[src/rtl/run_host.sv]
// rtl/run_host.sv - Load / run / read-back sequencer hosting a processor on a shared data memory
// Optional run-cycle counter is built only when RUN_HOST_CYCCNT_EN is defined.
module run_host #(
  parameter int AW      = 8,
  parameter int LOAD_N  = 64,
  parameter int RD_BASE = 64,
  parameter int RD_N    = 64,
  parameter int TMO     = 4096
) (
  input  logic          clk_i,
  input  logic          rst_ni,
  input  logic          start_i,
  output logic          busy_o,
  input  logic          ld_valid_i,
  output logic          ld_ready_o,
  input  logic [7:0]    ld_data_i,
  output logic          mem_wr_en_o,
  output logic [AW-1:0] mem_addr_o,
  output logic [7:0]    mem_wdata_o,
  input  logic [7:0]    mem_rdata_i,
  output logic          req_o,
  input  logic          done_i,
  output logic          rs_valid_o,
  input  logic          rs_ready_i,
  output logic [7:0]    rs_data_o,
  output logic          tmo_err_o,
  output logic [15:0]   cyc_cnt_o
);

  localparam int WW = $clog2(TMO + 1);
  localparam logic [AW-1:0] LOAD_LAST = AW'(LOAD_N - 1);
  localparam logic [AW-1:0] RD_LAST   = AW'(RD_N - 1);
  localparam logic [AW-1:0] RD_BASE_A = AW'(RD_BASE);
  localparam logic [WW-1:0] TMO_LAST  = WW'(TMO - 1);

  typedef enum logic [2:0] {
    S_IDLE, S_LOAD, S_PULSE, S_WAIT, S_RADDR, S_RCAP, S_RPRES
  } state_e;

  state_e          state_q, state_d;
  logic [AW-1:0]   cnt_q, cnt_d;
  logic [WW-1:0]   wcnt_q, wcnt_d;
  logic            tmo_q, tmo_d;
  logic [7:0]      rs_data_q, rs_data_d;

  // cnt_q is the load address in LOAD and the read-back index afterwards
  always_comb begin
    state_d     = state_q;
    cnt_d       = cnt_q;
    wcnt_d      = wcnt_q;
    tmo_d       = tmo_q;
    rs_data_d   = rs_data_q;
    busy_o      = (state_q != S_IDLE);
    ld_ready_o  = 1'b0;
    mem_wr_en_o = 1'b0;
    mem_addr_o  = '0;
    mem_wdata_o = '0;
    req_o       = 1'b0;
    rs_valid_o  = 1'b0;
    case (state_q)
      S_IDLE: begin
        if (start_i) begin
          state_d = S_LOAD;
          cnt_d   = '0;
          tmo_d   = 1'b0;
        end
      end
      S_LOAD: begin
        ld_ready_o = 1'b1;
        mem_addr_o = cnt_q;
        if (ld_valid_i) begin
          mem_wr_en_o = 1'b1;
          mem_wdata_o = ld_data_i;
          cnt_d       = cnt_q + 1'b1;
          if (cnt_q == LOAD_LAST) begin
            state_d = S_PULSE;
            cnt_d   = '0;
          end
        end
      end
      S_PULSE: begin
        req_o   = 1'b1;
        wcnt_d  = '0;
        state_d = S_WAIT;
      end
      S_WAIT: begin
        // done is tested first so it wins over a timeout expiring in the same cycle
        if (done_i) begin
          state_d = S_RADDR;
        end else if (wcnt_q == TMO_LAST) begin
          tmo_d   = 1'b1;
          state_d = S_RADDR;
        end else begin
          wcnt_d = wcnt_q + 1'b1;
        end
      end
      S_RADDR: begin
        mem_addr_o = RD_BASE_A + cnt_q;
        state_d    = S_RCAP;
      end
      S_RCAP: begin
        rs_data_d = mem_rdata_i;
        state_d   = S_RPRES;
      end
      S_RPRES: begin
        rs_valid_o = 1'b1;
        if (rs_ready_i) begin
          if (cnt_q == RD_LAST) begin
            state_d = S_IDLE;
          end else begin
            cnt_d   = cnt_q + 1'b1;
            state_d = S_RADDR;
          end
        end
      end
      default: state_d = S_IDLE;
    endcase
  end

  always_ff @(posedge clk_i or negedge rst_ni) begin
    if (!rst_ni) begin
      state_q   <= S_IDLE;
      cnt_q     <= '0;
      wcnt_q    <= '0;
      tmo_q     <= 1'b0;
      rs_data_q <= '0;
    end else begin
      state_q   <= state_d;
      cnt_q     <= cnt_d;
      wcnt_q    <= wcnt_d;
      tmo_q     <= tmo_d;
      rs_data_q <= rs_data_d;
    end
  end

  assign rs_data_o = rs_data_q;
  assign tmo_err_o = tmo_q;

`ifdef RUN_HOST_CYCCNT_EN
  logic [15:0] cyc_q, cyc_d;

  always_comb begin
    cyc_d = cyc_q;
    if (state_q == S_IDLE && start_i) begin
      cyc_d = '0;
    end else if (state_q == S_WAIT && cyc_q != 16'hFFFF) begin
      cyc_d = cyc_q + 16'd1;
    end
  end

  always_ff @(posedge clk_i or negedge rst_ni) begin
    if (!rst_ni) begin
      cyc_q <= '0;
    end else begin
      cyc_q <= cyc_d;
    end
  end

  assign cyc_cnt_o = cyc_q;
`else
  assign cyc_cnt_o = 16'd0;
`endif

endmodule

[config.mk]
export PLATFORM = sky130hd
export DESIGN_NAME = run_host
export DESIGN_NICKNAME = d
export VERILOG_FILES = /design/src/rtl/run_host.sv
export SDC_FILE = /design/constraint.sdc
export NUM_CORES = 1
export LEC_CHECK = 0
export CAP_MARGIN = 20
export CORE_ASPECT_RATIO = 1.75
export CORE_UTILIZATION = 47
export DETAILED_ROUTE_END_ITERATION = 10
export PLACE_DENSITY = 0.81
export SYNTH_ARGS = -nofsm -noshare
export SYNTH_HDL_FRONTEND = slang
export SYNTH_SLANG_ARGS = --single-unit
[constraint.sdc]
create_clock -name clk_i -period 2.3 [get_ports clk_i]
set_input_delay 0.69 -clock clk_i [delete_from_list [all_inputs] [get_ports clk_i]]
set_output_delay 0.69 -clock clk_i [all_outputs]
set_load 0.05 [all_outputs]
* Word-level counts from Yosys, hierarchy flattened
Cells that the tools add are included.
Operators by class: reductions and logical operators 9, equality and inequality tests 17, add/subtract/negate cells 3, multiplexer cells 29
Operators with widths (number):
- 8-bit two-way mux | 7
- 13-bit two-way mux | 2
- 13-bit one-hot mux with 2 select lines | 1
- 8-bit one-hot mux with 3 select lines | 1
- 3-bit two-way mux | 7
- 3-bit one-hot mux with 7 select lines | 1
- 2-bit != test, second input constant | 8
- 8-bit one-hot mux with 2 select lines | 1
- 13-bit by 1-bit adder with 13-bit output, second input constant | 1
- 13-bit by 12-bit equality test with 1-bit output, second input constant | 1
- 5-bit AND reduction | 2
- 3-bit equality test, second input constant | 3
- 7-bit by 8-bit adder with 8-bit output, first input constant | 1
- 8-bit by 1-bit adder with 8-bit output, second input constant | 1
- 8-bit by 6-bit equality test with 1-bit output, second input constant | 1
- 1-bit two-way mux | 8
- 3-bit by 2-bit equality test with 1-bit output, second input constant | 2
- 3-bit nonzero test | 2
- 4-bit AND reduction | 1
- 2-bit nonzero test | 2
- 3-bit by 1-bit equality test with 1-bit output, second input constant | 1
- 3-bit logical NOT | 1
- 3-bit != test, second input constant | 1
- 3-bit AND reduction | 1
- 1-bit one-hot mux with 2 select lines | 1
Storage, ports and cells: register bits 33, input port bits 22, output and inout port bits 46, word-level logic and storage cells 63

* Longest topological paths before layout
Gate-level depths: netlist of the first run.
word-level depth 4, gate-level depth with buffers 7, gate-level depth less buffers 6

* Worst setup path after synthesis of the first run
OpenSTA, ideal clock, no wires.
kind register to output, start register state_q[2], end output port mem_wdata_o[0], data required time 1610 ps, path buffers 2, stages on the path, launching flop included 6, arrival 2022 ps, path slack -412 ps, cell sequence dfrtp_1 -> buf_2 -> nor2_1 -> and3_1 -> clkbuf_1 -> and2_1
On the way: cells in the longest elaborated chain, start to end 2
RTL lines:
- start: declaration | line 40 | state_e state_q, state_d;
- start signal: assignment | line 128 | state_q <= state_d;
- 3-bit by 1-bit equality test with 1-bit output | line 60 | case (state_q)
- 8-bit two-way mux | line 60
- end: declaration | line 19 | output logic [7:0] mem_wdata_o,
No other way between the ends.

* Worst setup path after layout of the first run
start input port ld_valid_i, end output port mem_wdata_o[0]
On the way: cells in the longest elaborated chain, start to end 2
RTL lines:
- start: declaration | line 14 | input logic ld_valid_i,
- 8-bit two-way mux | line 71 | if (ld_valid_i) begin
- 8-bit two-way mux | line 60
No other way between the ends.

==> results.md, run 1 <==
* Post-route ant nets at 0
* Vias in the first global route at 1886
* Hpwl dp at 4290 µm
* Row count at 32
* Overflow after GRT at 0
* DRT Pass-1 Iters at 4
* Largest net degree at the start of global routing at 34
* Arrival time worst endpoint at 1.56 ns
* Seq/Total Area, Yosys at 38.8%
* Power Dens Cells at 1270 nW/µm²
* Clk_skew at 0.00759 ns
* H-tree Lvls at 2
* Layout area overhead at 47.3%
* Crit end category: output port
* Syn avg cell area at 9.38 µm²
* Starting Density at 48.8%
* Critical setup path kind: in2out
* CTS tree: yes
* Main flop type after synthesis: dfrtp_1
* DR DRC count at 0
* Fillers at 314
* CTS root buffer: clkbuf_8
* Detailed-route wire length at 5520 µm
* Post-synth EDFFs at 0
* Nets at 320
* Req. time, crit path at 1.61 ns
* Chip Height at 91.0 µm
* Synthesized area at 2130 µm²
* Register bit total from synthesis at 33
* Final Hold Fails at 0
* Clock buffer depth at 2
* Core Area at 4360 µm²
* Max Slew Vio Count at 0
* First-pass GRT wire length at 8980 µm
* Status: finished, final reports clean
* Fin crit share at 97.9%
* Final setup violation count at 0
* Overall die width at 52.9 µm
* Clk_lat worst skew at 0.29 ns
* CP max FO at 5
* Top-area cell type share of the netlist area at 38.8%
* Ant diodes at 0
* LEAKAGE at 1.33 nW
* Worst-margin pin slew at 0.574 ns
* Total CTS buffers at 5
* Clock-pin slew on the worst setup and hold paths at 0.06 ns
* Worst slack, placed at -0.228 ns
* WL per Instance at 15.9 µm
* Antenna violations before repair at 0
* IO buf count at 51
* Final worst slack at 0.0482 ns
* Top-count cell post-synth: dfrtp_1
* Dominant cell type by area after synthesis: dfrtp_1
* Maximum VDD drop at 1.15 mV
* # hold bufs at CTS at 0
* Worst hold-check path type: reg2reg
* IO Pins at 68
* Slew headroom at 61.6%
* MaxCap Viol Count at 0
* Post-Syn Instances at 227
* CTS Sinks at 33
* Vias per cell at 5.55
* Worst Setup Start Kind: input port
* RSZ-0062 raised after global routing: yes
* Final core utilization at 71.8%
* Fmax at 444 MHz
* DRT iter0 DRCs at 49
* Async S/R FF share, synth at 100%
* Final min period at 2.25 ns
* Ranking of synthesized cells by area: dfrtp_1 (39%), buf_4 (6.3%), mux2_2 (4.2%), nand2_1 (3.0%), and2_1 (2.9%)
* YS warnings at 0
* Via count at 1926
* RD Place Congestion at 0.806
* Total GRT Usage at 25.3%
* Distinct cell type count after synthesis at 52
* Die area at 4810 µm²
* Share of cells above drive strength 1 at 27.7%
* Synth cell count leaders: dfrtp_1 (33), buf_4 (18), nand2_1 (17), inv_1 (13), a21oi_1 (12)
-- worst max-delay path: stages --
cell and delay (ns):
dlygate4sd2_1 0.25, and3_4 0.20, buf_6 0.12, and2_4 0.16
buf_12 0.14
-- layer usage --
metal | global-route usage [%] | routed length [µm] | share of wire [%]
met1 | 25.6 | 1960 | 36
met2 | 48.2 | 3330 | 60
met3 | 4.19 | 140 | 2.5
met4 | 8.77 | 91 | 1.6
met5 | 0 | 0 | 0
-- repair_timing --
action,CTS,global route
endpoints found under the hold margin,0,0
pin swaps,0,2
gates resized for setup,10,8
cloned,1,0
setup endpoints to repair,14,15
setup buffers,0,1
-- cells in the final DEF (no fill, tap or decap), types with 2 or more instances in the layout --
cell type / netlist / final
nand3_1: 9 / 9
o31ai_1: 6 / 6
a21oi_1: 12 / 12
nor2b_1: 4 / 2
nor2_1: 9 / 7
and4_1: 2 / 2
a2bb2oi_1: 2 / 2
clkdlybuf4s50_1: 0 / 29
o221ai_1: 5 / 5
mux2i_1: 6 / 6
and3_1: 6 / 5
nand4_1: 5 / 5
nor3_1: 6 / 5
o211ai_1: 5 / 5
ha_1: 3 / 3
and2_1: 10 / 2
nand2b_1: 2 / 2
buf_6: 1 / 4
mux2_2: 8 / 8
o21ai_0: 6 / 6
nand2_1: 17 / 16
clkbuf_8: 0 / 6
and2_4: 1 / 9
or4_1: 6 / 6
dfrtp_1: 33 / 32
nor2_4: 0 / 2
nor2b_2: 0 / 2
buf_4: 18 / 16
nand3b_1: 2 / 2
buf_12: 0 / 21
conb_1: 1 / 16
inv_1: 13 / 12
-- metrics by stage --
| stage | cell area (µm²) | hold WS [ns] | power (W) | setup TNS [ns] | cells |
|---|---|---|---|---|---|
| after global routing | 3130 | 0.526 | 0.00419 | -0.0104 | 347 |
| after detailed placement | 2950 | 0.492 | 0.00333 | -2.08 | 337 |
| after CTS | 3100 | 0.508 | 0.00395 | 0 | 346 |
| after floorplan | 2200 | 0.394 | 0.00243 | -1.36 | 242 |
| final | 3130 | 0.507 | 0.00400 | 0 | 347 |
| after global placement | 2950 | 0.486 | 0.00328 | -1.65 | 337 |
-- sequential cells by signal, indices dropped and copies added (netlist names) --
name       cells
tmo_err_o      1
wcnt_q        13
cnt_q          8
state_q        3
rs_data_o      8
-- cells by family after synthesis --
kind of cell | after synthesis | share of synthesized area [%]
xor gates and xnor gates | 1 | 0.412
buffers and inverters | 39 | 10.5
muxes | 14 | 7.05
and+or+nand+nor | 86 | 23.3
DFF | 33 | 38.8
adders and majority gates | 3 | 1.76
AOI/OAI and AO/OA | 50 | 17.9
other | 1 | 0.176
-- report_power, final --
group,total (W),internal [W],switching [W]
Sequential,0.000957,0.000768,0.000188
Combinational,0.00247,0.00106,0.00142
Clock,0.000565,0.000353,0.000212
-- cell type report --
type	instances	area (µm²)	share of cell area (%)
inverters	14	55.1	1.76
repair buffers	71	885	28.2
multi-input cells	170	1190	37.9
flip-flops and latches	33	827	26.4
well taps	51	63.8	2.04
clock inverters	1	30.0	0.958
clock buffers	7	86.3	2.75
-- worst paths after layout --
kind / from / slack, ns / to / depth (start not counted)
setup reg to reg: wcnt_q[4] / 0.40 / state_q[0] / 5
hold reg to reg: rs_data_o[1] / 0.51 / rs_data_o[1] / 1
setup / recovery: ld_valid_i / 0.05 / mem_wdata_o[0] / 5
max in group asynchronous: rst_ni / 1.16 / state_q[1] / 2
hold / removal: rs_data_o[1] / 0.51 / rs_data_o[1] / 1
min in group asynchronous: rst_ni / 0.82 / wcnt_q[10] / 2
Note: power is estimated with default switching activity, not from simulation.
==> run 2, diff against run 1 <==
- SETUP_SLACK_MARGIN: not set -> 0.05
- SLEW_MARGIN: not set -> 25
==> results.md, run 2 (synthesis gave the netlist of run 1 again) <==
* DR DRC count at 0 (unchanged)
* Status: finished, final reports clean (unchanged)
* Total GRT Usage at 24.6% (was 25.3%)
* RSZ-0062 raised after global routing: yes (unchanged)
* Vias in the first global route at 1965 (was 1886)
* Overall power at 0.00414 W (was 0.00400 W)
* Placed insts at 336 (was 337)
* Reg2Reg Depth at 6 (was 5)
* Largest net degree at the start of global routing at 34 (unchanged)
* Hold Path Sink: rs_data_o[4] (was rs_data_o[1])
* Slew headroom at 65.1% (was 61.6%)
* CTS Sinks at 33 (unchanged)
* Crit end category: output port (unchanged)
* Reg area at 828 µm² (was 827 µm²)
* DRT Pass-1 Iters at 4 (unchanged)
* Maximum VDD drop at 1.23 mV (was 1.15 mV)
* Die area at 4810 µm² (unchanged)
* CP max FO at 9 (was 5)
* Switching part of the total power at 45.7% (was 45.5%)
* Worst-margin pin slew at 0.522 ns (was 0.574 ns)
* Final worst slack at 0.0572 ns (was 0.0482 ns)
* Reg2reg end: wcnt_q[11] (was state_q[0])
* Vias per cell at 5.68 (was 5.55)
* Overall die width at 52.9 µm (unchanged)
* Nets at 325 (was 320)
* Hold path cells at 1 (unchanged)
* Worst Setup Start Kind: flip-flop (was input port)
* Row count at 32 (unchanged)
* DRT iter0 DRCs at 47 (was 49)
* Clk_lat worst skew at 0.29 ns (about the same)
* Non-filler cells, final at 352 (was 347)
* Hpwl dp at 4200 µm (was 4290 µm)
* Area occupied by multi-input gates at 1220 µm² (was 1190 µm²)
* Final Hold Fails at 0 (unchanged)
* Via count at 2000 (was 1926)
* WL per Instance at 16.3 µm (was 15.9 µm)
* Overflow after GRT at 0 (unchanged)
* Most frequent cells in the layout: dfrtp_1 (31), clkdlybuf4s50_1 (29), buf_4 (21), buf_12 (21), nand2_1 (17) (was dfrtp_1 (32), clkdlybuf4s50_1 (29), buf_12 (21))
* Clk network pwr share at 13.8% (was 14.1%)
* Antenna violations before repair at 0 (unchanged)
* Clk_skew at 0.00911 ns (was 0.00759 ns)
* Fin crit share at 97.5% (was 97.9%)
* Detailed-route wire length at 5740 µm (was 5520 µm)
* Most common cell after layout, fill and taps aside: dfrtp_1 (unchanged)
* IO Pins at 68 (unchanged)
* Total CTS buffers at 5 (unchanged)
* Largest register FFs at 13 (unchanged)
* Crit path launch: state_q[2] (was ld_valid_i)
* Critical setup path kind: reg2out (was in2out)
* First-pass GRT wire length at 8700 µm (was 8980 µm)
* Req. time, crit path at 1.61 ns (about the same)
* H-tree Lvls at 2 (unchanged)
* Gate power share at 63.0% (was 61.9%)
* Final min period at 2.24 ns (was 2.25 ns)
* CTS tree: yes (unchanged)
* Final setup violation count at 0 (unchanged)
* RD Place Congestion at 0.864 (was 0.806)
* Ant diodes at 0 (unchanged)
* Clock-pin slew on the worst setup and hold paths at 0.07 ns (was 0.06 ns)
* P_int at 0.00225 W (was 0.00218 W)
* Clock buffer depth at 2 (unchanged)
* Share of cells above drive strength 1 at 31.6% (was 27.7%)
* LEAKAGE at 1.36 nW (was 1.33 nW)
* R2R setup slack at 0.42 ns (was 0.40 ns)
* Seq pwr share at 23.2% (was 23.9%)
* Post-place instance area at 2940 µm² (was 2950 µm²)
* Core Area at 4360 µm² (unchanged)
* Final core utilization at 73.1% (was 71.8%)
* Starting Density at 48.8% (unchanged)
* Max Slew Vio Count at 0 (unchanged)
* Design Area, Final at 3190 µm² (was 3130 µm²)
* Arrival time worst endpoint at 1.55 ns (was 1.56 ns)
* MaxCap Viol Count at 0 (unchanged)
* Worst reg2reg path startpoint: state_q[0] (was wcnt_q[4])
* Fillers at 300 (was 314)
* Hold path start: rs_data_o[4] (was rs_data_o[1])
* Chip Height at 91.0 µm (unchanged)
* Worst hold-check path type: reg2reg (unchanged)
* IO buf count at 51 (unchanged)
* Post-route ant nets at 0 (unchanged)
* Layout area overhead at 49.9% (was 47.3%)
* Switch Pwr at 0.00189 W (was 0.00182 W)
* Reg with most FFs: wcnt_q (unchanged)
* Worst slack, placed at -0.301 ns (was -0.228 ns)
* Power Dens Cells at 1300 nW/µm² (was 1270 nW/µm²)
* CTS root buffer: clkbuf_8 (unchanged)
* Fmax at 446 MHz (was 444 MHz)
[run 2: changes by cell type in the layout (fill, tap and decap cells not counted), moves of 3 or more]
cell    previous run  this run
and2_2             0         3
buf_4             16        21
nor3_2             1         4
nor3_1             5         2
[run 2: cell type report]
type	instances	area share, %
Clock buffer	7	2.71
Clock inverter	1	0.941
Inverter	14	1.73
Multi-Input combinational cell	171	38.1
Sequential cell	33	26.0
Tap cell	51	2.00
Timing Repair Buffer	75	28.5
[run 2: power by group through the flow]
stage / combinational, W / sequential, W / clock [W]
global route: 0.00274 / 0.000986 / 0.000598
detailed placement: 0.00238 / 0.000941 / 0
floorplan: 0.00128 / 0.00115 / 0
finish: 0.00261 / 0.000963 / 0.000571
CTS: 0.00246 / 0.000934 / 0.000575
global placement: 0.00235 / 0.000929 / 0
[run 2: timing repair]
action / in CTS / in global routing
setup buffers: 1 / 6
gates resized for setup: 12 / 15
hold buffers: 0 / 0
gates cloned: 1 / 0
setup endpoints to repair: 17 / 18
[run 2: per-layer routing]
metal	track usage (%)	wire (µm)	vias up
met1	23.7	2020	977
met3	3.85	170	19
met2	46.3	3340	52
met5	0	0	-
li1	-	-	952
met4	12.5	212	0
[run 2: worst max-delay path by stage]
stage | endpoint | slack [ns] | depth (start not counted)
3_5_place_dp | mem_wdata_o[0] | -0.30 | 4
6_report | ld_ready_o | 0.06 | 4
4_1_cts | mem_addr_o[5] | 0.02 | 4
2_1_floorplan | mem_addr_o[1] | -0.30 | 4
5_1_grt | mem_addr_o[0] | 0.03 | 5
3_3_place_gp | mem_wdata_o[0] | -0.25 | 4
[run 2: per-stage QoR]
| step | TNS [ns] | hold WS, ns |
|---|---|---|
| after CTS | 0 | 0.508 |
| after floorplan | -1.25 | 0.394 |
| after global routing | 0 | 0.527 |
| final | 0 | 0.508 |
| after global placement | -2.25 | 0.485 |
| after detailed placement | -2.71 | 0.492 |
[run 2: critical path: stages, from the launching register on]
cell and delay [ns]:
dfrtp_2 0.46, buf_6 0.16, or3b_4 0.42, inv_2 0.09, buf_12 0.13
==> run 3, diff against run 2 <==
- CTS_CLUSTER_DIAMETER: not set -> 80
- CTS_CLUSTER_SIZE: not set -> 28
==> results of run 3 <==
Final layout, timing and power as in run 2 (identical DEF).
